--- src/rtl/vedic_seq_mul8.sv ---
// Iterative 8x8 unsigned multiplier driving one shared 4x4 multiplier through four nibble steps.
// Latency 4 edges (8 with PIPE_MUL) from accept to out_valid; result held in DONE until out_ready.
module vedic_seq_mul8 #(
   parameter bit PIPE_MUL = 1'b0
) (
   input  logic        clk,
   input  logic        rst_n,
   input  logic        in_valid,
   output logic        in_ready,
   input  logic [7:0]  in_a,
   input  logic [7:0]  in_b,
   output logic [3:0]  mul_a,
   output logic [3:0]  mul_b,
   input  logic [7:0]  mul_p,
   output logic        out_valid,
   input  logic        out_ready,
   output logic [15:0] out_p,
   output logic        busy
);

   typedef enum logic [2:0] {IDLE, LL, HL, LH, HH, DONE} state_t;

   typedef struct packed {
      logic [7:0] a;
      logic [7:0] b;
   } opnd_t;

   state_t      state, state_nxt;
   opnd_t       opnd, opnd_nxt;
   logic [15:0] acc, acc_nxt;
   logic        phase, phase_nxt;
   logic        stepping;
   logic        step_last;
   logic [15:0] partial;

   always_ff @(posedge clk or negedge rst_n) begin
      if (!rst_n) begin
         state <= IDLE;
         opnd  <= '0;
         acc   <= '0;
         phase <= 1'b0;
      end else begin
         state <= state_nxt;
         opnd  <= opnd_nxt;
         acc   <= acc_nxt;
         phase <= phase_nxt;
      end
   end

   always_comb begin
      state_nxt = state;
      opnd_nxt  = opnd;
      acc_nxt   = acc;
      phase_nxt = phase;
      in_ready  = 1'b0;
      out_valid = 1'b0;
      busy      = 1'b1;
      mul_a     = 4'h0;
      mul_b     = 4'h0;
      partial   = 16'h0000;
      stepping  = 1'b0;
      // With a registered multiplier the product of a step arrives on its second cycle.
      step_last = (PIPE_MUL == 1'b0) || phase;

      case (state)
         IDLE: begin
            in_ready = 1'b1;
            busy     = 1'b0;
            if (in_valid) begin
               opnd_nxt.a = in_a;
               opnd_nxt.b = in_b;
               acc_nxt    = 16'h0000;
               phase_nxt  = 1'b0;
               state_nxt  = LL;
            end
         end
         LL: begin
            mul_a    = opnd.a[3:0];
            mul_b    = opnd.b[3:0];
            partial  = {8'h00, mul_p};
            stepping = 1'b1;
            if (step_last) state_nxt = HL;
         end
         HL: begin
            mul_a    = opnd.a[7:4];
            mul_b    = opnd.b[3:0];
            partial  = {4'h0, mul_p, 4'h0};
            stepping = 1'b1;
            if (step_last) state_nxt = LH;
         end
         LH: begin
            mul_a    = opnd.a[3:0];
            mul_b    = opnd.b[7:4];
            partial  = {4'h0, mul_p, 4'h0};
            stepping = 1'b1;
            if (step_last) state_nxt = HH;
         end
         HH: begin
            mul_a    = opnd.a[7:4];
            mul_b    = opnd.b[7:4];
            partial  = {mul_p, 8'h00};
            stepping = 1'b1;
            if (step_last) state_nxt = DONE;
         end
         DONE: begin
            out_valid = 1'b1;
            if (out_ready) state_nxt = IDLE;
         end
         default: state_nxt = IDLE;
      endcase

      if (stepping) begin
         if (step_last) begin
            acc_nxt   = acc + partial;
            phase_nxt = 1'b0;
         end else begin
            phase_nxt = 1'b1;
         end
      end
   end

   assign out_p = acc;

endmodule

--- config.mk ---
export PLATFORM = sky130hd
export DESIGN_NAME = vedic_seq_mul8
export DESIGN_NICKNAME = d
export VERILOG_FILES = /design/src/rtl/vedic_seq_mul8.sv
export SDC_FILE = /design/constraint.sdc
export NUM_CORES = 1
export LEC_CHECK = 0
export CAP_MARGIN = 20
export CORE_MARGIN = 1
export CORE_UTILIZATION = 51
export DETAILED_ROUTE_END_ITERATION = 8
export PLACE_DENSITY = 0.8
export RECOVER_POWER = 50
export SLEW_MARGIN = 25
export SYNTH_ARGS = -nofsm -noshare
export SYNTH_HDL_FRONTEND = slang
export SYNTH_SLANG_ARGS = --single-unit
--- constraint.sdc ---
create_clock -name clk -period 4.4 [get_ports clk]
set_input_delay 0.88 -clock clk [delete_from_list [all_inputs] [get_ports clk]]
set_output_delay 0.88 -clock clk [all_outputs]
set_load 0.05 [all_outputs]
==> run_results.csv, run 1 <==
group,metric,value,unit
timing,min_period,3.750,ns
finish,fin_nets,379,
synthesis,syn-num-nets,328,
placed_design,hpwl,4612,um
flow_run,cap_violations,1,
worst_setup_path,crit_required,3.52,ns
finish,fillers,416,
synthesis,yosysTopAreaCellShare,0.3450,
grt,overflow,0,
worst_setup_path,crit_family,"buffers and inverters",
floorplanning,core-area,4755,sq um
route,viasPerCell,5.821,
clock_tree,cts_buffers,5,
clock_tree,clock_latency,0.30,ns
timing,relSlewSlack,-0.2691,
timing,fin_tns_setup,0,ns
route,drt-total-wl,6120,um
synthesis,synth_area_leaders,"dfrtp_1, mux2_2, ha_1",
placed_design,gp_congestion,0.9358,
synthesis,synth_edf_count,0,
clock_tree,root_buffer,"clkbuf_8",
route,post_drt_wl_per_cell,15.19,um
finish,area_growth,26.71,%
timing,period_share,0.8523,
synthesis,yosysWarnings,0,
clock_tree,ctsLongestPathBuffers,2,
worst_setup_path,startpoint_type,"flop",
synthesis,ys_ff_latch,35,
synthesis,synthFlopType,"dfrtp_1",
synthesis,async_flop_share,1.000,
finish,final_cell_mix,"clkdlybuf4s50_1, nand2_1, dfrtp_1, o21ai_0, mux2_2",
grt,grt_max_degree,36,
synthesis,ys_seq_area_frac,0.3450,
floorplanning,die-area,5264,sq um
worst_setup_path,slowest_delay,0.83,ns
hold_path,hp-class,"flop to flop",
finish,register_area,875.8,sq um
clock_tree,cts_setup_buffers,0,
clock_tree,clk_pin_slew,0.08,ns
clock_tree,ctsResizeCount,0,
synthesis,netlist_area,2539,sq um
finish,multi_input_area,1587,sq um
finish,n_antenna_cell,0,
worst_setup_path,critPathMaxFanout,20,
floorplanning,top_level_ports,55,
finish,drive_gt1_frac,0.1161,
route,drc,0,
worst_setup_path,cp.depth,5,
route,drt_first_pass_iters,4,
synthesis,syn_inst,284,
clock_tree,cts_sinks,35,
floorplanning,rows,25,
worst_setup_path,r2r_cells,12,
grt,track_usage,0.2544,
finish,layout_commonest_cell,"clkdlybuf4s50_1",
worst_setup_path,crit_chain,"clkbuf_1, xor2_1, nand2_1, o21ai_0, clkdlybuf4s50_1",
timing,finalSetupViolations,0,
clock_tree,cts_tree,"yes",
synthesis,synth_area_leader_cell,"dfrtp_1",
timing,finalMaxSlewViolations,36,
timing,rsz0062_at_grt,"false",
worst_setup_path,critPathKind,"flop to output pin",
worst_setup_path,end_kind,"output pin",
placed_design,port_buffers,54,
floorplanning,die_w,72.56,um
timing,fmax,0.2667,GHz
grt,grt_pass1_wl,10410,um
worst_setup_path,slowest_stage,"clkdlybuf4s50_1",
hold_path,hold_depth,1,
outcome,run_status,"complete, but fails checks",
worst_setup_path,cp_data_arrival_time,2.87,ns
synthesis,synth.avg_cell_area,8.939,sq um
outcome,violations,"max-capacitance violations, max-slew violations",
grt,antenna_found_initial,0,
route,drt_iter0_drc,202,
clock_tree,hold_buffers,0,
timing,hold_viol_final,0,
clock_tree,htree_levels,2,
grt,grt_pass1_vias,2236,
timing,fin_worst_skew,0.007250,ns
floorplanning,die_y,72.56,um
timing,worst_pin_slew,1.904,ns
route,vias,2346,
worst_setup_path,cp_num_buf_inv,2,
floorplanning,initial_core_util,0.5339,
synthesis,synth.distinct_cells,50,
route,antenna_left,0,
[sequential cells by signal, summed over array words and instances (netlist names)]
signal / flops
opnd: 16
out_p: 16
state: 3
[stage by stage]
stage	hold WS (ns)	cells	setup WS (ns)	cell area (sq um)	utilization
final	0.5172	403	0.6499	3217	0.6766
after global routing	0.5351	403	0.4685	3217	0.6766
after CTS	0.5197	403	0.7969	3222	0.6776
after detailed placement	0.5006	395	0.7594	3133	0.6589
after global placement	0.4925	395	0.7913	3133	0.6589
after floorplan	0.4806	284	1.159	2539	-
[cell type report]
cell class,instances,share of cell area
Tap cell,67,0.02606
Clock inverter,3,0.006223
Timing Repair Buffer,58,0.1750
Multi-Input combinational cell,230,0.4932
Inverter,5,0.005834
Clock buffer,5,0.02139
Sequential cell,35,0.2723
[worst paths after layout]
path,startpoint,endpoint,slack (ns)
max,state[2],mul_a[0],0.65
min reg2reg,opnd[13],opnd[13],0.52
max reg2reg,state[1],out_p[14],0.76
min,opnd[13],opnd[13],0.52
min in group asynchronous,rst_n,out_p[4],1.64
max in group asynchronous,rst_n,out_p[14],1.66
[layer usage]
layer	GRT usage	share of wire	up-vias
li1	-	-	1145
met1	0.3439	0.46	1128
met2	0.4081	0.47	67
met3	0.04583	0.056	6
met4	0.09150	0.012	0
met5	0	0	-
[cell families after synthesis]
kind of cell,count (synthesis),synth area share
adder cells (fa/ha/maj),16,0.08181
buffers and inverters,19,0.03105
flip-flops,35,0.3450
multiplexers,22,0.09709
AO/OA/AOI/OAI,84,0.2243
AND/OR/NAND/NOR,99,0.1898
XOR/XNOR,9,0.03105
[Yosys cell counts (3+ instances only)]
| cell | instances |
|---|---|
| nor2_1 | 16 |
| xnor2_1 | 6 |
| a21o_1 | 4 |
| ha_1 | 15 |
| and2_1 | 7 |
| nand3b_1 | 3 |
| clkbuf_1 | 7 |
| mux2_2 | 21 |
| a22o_1 | 3 |
| buf_2 | 4 |
| nand4_1 | 4 |
| a22oi_1 | 8 |
| xor2_1 | 3 |
| nor2b_1 | 5 |
| o21a_1 | 5 |
| a32o_1 | 3 |
| nand2_1 | 40 |
| inv_1 | 5 |
| or3_1 | 4 |
| dfrtp_1 | 35 |
| nand3_1 | 4 |
| nor3_1 | 4 |
| o21ai_0 | 30 |
| a211oi_1 | 3 |
| and3_1 | 6 |
| a21oi_1 | 11 |
Power of run 1 is not shown: default switching activity piles up to over one toggle a cycle in this logic, so the estimate is an artifact.
==> run 2: changes to the inputs <==
Settings changed: CORE_UTILIZATION 51 to 50, PLACE_DENSITY 0.8 to 0.79.
==> run 2 against run 1 <==
  * The flow still finishes with violations (max-capacitance violations, max-slew violations)
  * First-iteration DRC count decreased by 5.0%
  * Flip-flop and latch count is the same
  * Worst setup slack got worse by 0.029 ns
  * Global-route usage about the same
  * Highest routed layer unchanged
==> run_results.csv, run 2 (synthesized netlist as in run 1, its figures left out) <==
group,metric,value,unit
placed_design,port_buffers,54,
outcome,violations,"max-capacitance violations, max-slew violations",
placed_design,gp_congestion,0.9295,
floorplanning,core-area,4817,sq um
grt,grt-busiest-layer,"met2",
floorplanning,rows,25,
worst_setup_path,r2r_setup_slack,1.01,ns
worst_setup_path,cp_data_arrival_time,2.90,ns
clock_tree,cts_sinks,35,
flow_run,cap_violations,1,
timing,min_period,3.779,ns
route,drc,0,
route,drt_iter0_drc,192,
clock_tree,clk_pin_slew,0.08,ns
clock_tree,ctsLongestPathBuffers,2,
finish,drive_gt1_frac,0.1157,
clock_tree,cts_buffers,5,
timing,fin_worst_skew,0.009097,ns
hold_path,hp-class,"flop to flop",
route,vias,2297,
worst_setup_path,critPathKind,"flop to output pin",
finish,final_cells,404,
worst_setup_path,end_kind,"output pin",
clock_tree,htree_levels,2,
clock_tree,root_buffer,"clkbuf_8",
worst_setup_path,crit_required,3.52,ns
clock_tree,hold_buffers,0,
clock_tree,cts_setup_buffers,0,
hold_path,min_to,"opnd[15]",
clock_tree,ctsResizeCount,0,
timing,holdWs,0.5154,ns
timing,period_share,0.8588,
worst_setup_path,crit_start,"state[2]",
timing,worst_pin_slew,1.920,ns
timing,relSlewSlack,-0.2799,
worst_setup_path,startpoint_type,"flop",
worst_setup_path,regToRegStartpoint,"state[0]",
floorplanning,die_w,73.26,um
timing,hold_viol_final,0,
route,antenna_left,0,
clock_tree,clock_latency,0.29,ns
worst_setup_path,r2r_cells,11,
hold_path,hold_depth,1,
finish,layout_commonest_cell,"clkdlybuf4s50_1",
grt,antenna_found_initial,0,
worst_setup_path,critPathMaxFanout,19,
placed_design,hpwl,4402,um
grt,use_met2,0.4372,
worst_setup_path,crit_family,"buffers and inverters",
finish,fin_nets,380,
floorplanning,top_level_ports,55,
finish,final_cell_mix,"clkdlybuf4s50_1, nand2_1, dfrtp_1, o21ai_0, mux2_2",
grt,grt_pass1_vias,2246,
grt,met3_usage,0.06173,
grt,use_met1,0.3197,
worst_setup_path,slowest_stage,"clkdlybuf4s50_1",
floorplanning,die-area,5366,sq um
worst_setup_path,slowest_delay,0.83,ns
timing,finalSetupViolations,0,
outcome,run_status,"complete, but fails checks",
timing,fin_tns_setup,0,ns
route,viasPerCell,5.686,
route,drt_first_pass_iters,5,
floorplanning,initial_core_util,0.5270,
route,post_drt_wl_per_cell,14.97,um
grt,grt_pass1_wl,10420,um
timing,fmax,0.2646,GHz
clock_tree,cts_tree,"yes",
worst_setup_path,regToRegEndpoint,"out_p[9]",
grt,overflow,0,
timing,rsz0062_at_grt,"false",
hold_path,worstHoldStart,"opnd[15]",
placed_design,placedCellCount,396,
floorplanning,die_y,73.26,um
worst_setup_path,cp.depth,5,
worst_setup_path,crit_chain,"clkbuf_1, xor2_1, nand2_1, o21ai_0, clkdlybuf4s50_1",
worst_setup_path,cp_num_buf_inv,2,
timing,finalMaxSlewViolations,36,
route,drt-total-wl,6049,um
finish,area_growth,27.01,%
grt,track_usage,0.2541,
grt,grt_max_degree,36,
finish,n_antenna_cell,0,
[run 2: layer usage]
layer	wire length [um]	vias to the layer above
li1	-	1148
met3	259	8
met4	85	0
met1	2725	1064
met2	2978	77
met5	0	-
[run 2: how the worst max path moves through the flow]
stage                     slack [ns]   endpoint
after floorplan                 1.16  out_p[11]
after global placement          0.82  out_p[14]
after detailed placement        0.79  out_p[14]
after CTS                       0.80   mul_a[1]
after global routing            0.40   mul_a[1]
final                           0.62   mul_a[1]
[run 2: cell type report]
class                   instances  area (sq um)
multi-input cells             230          1587
flip-flops and latches         35         875.8
fillers                       410          1593
clock inverters                 3         23.77
inverters                       5         18.77
repair buffers                 59         566.8
clock buffers                   5         68.82
well taps                      67         83.83
[run 2: metrics by stage]
| step | setup WS [ns] | area (sq um) | utilization |
|---|---|---|---|
| after CTS | 0.8038 | 3233 | 0.6712 |
| after detailed placement | 0.7895 | 3141 | 0.6519 |
| after global routing | 0.3986 | 3224 | 0.6694 |
| after floorplan | 1.159 | 2539 | - |
| final | 0.6213 | 3224 | 0.6694 |
| after global placement | 0.8180 | 3141 | 0.6519 |
Power of run 2 is left out for the same reason.
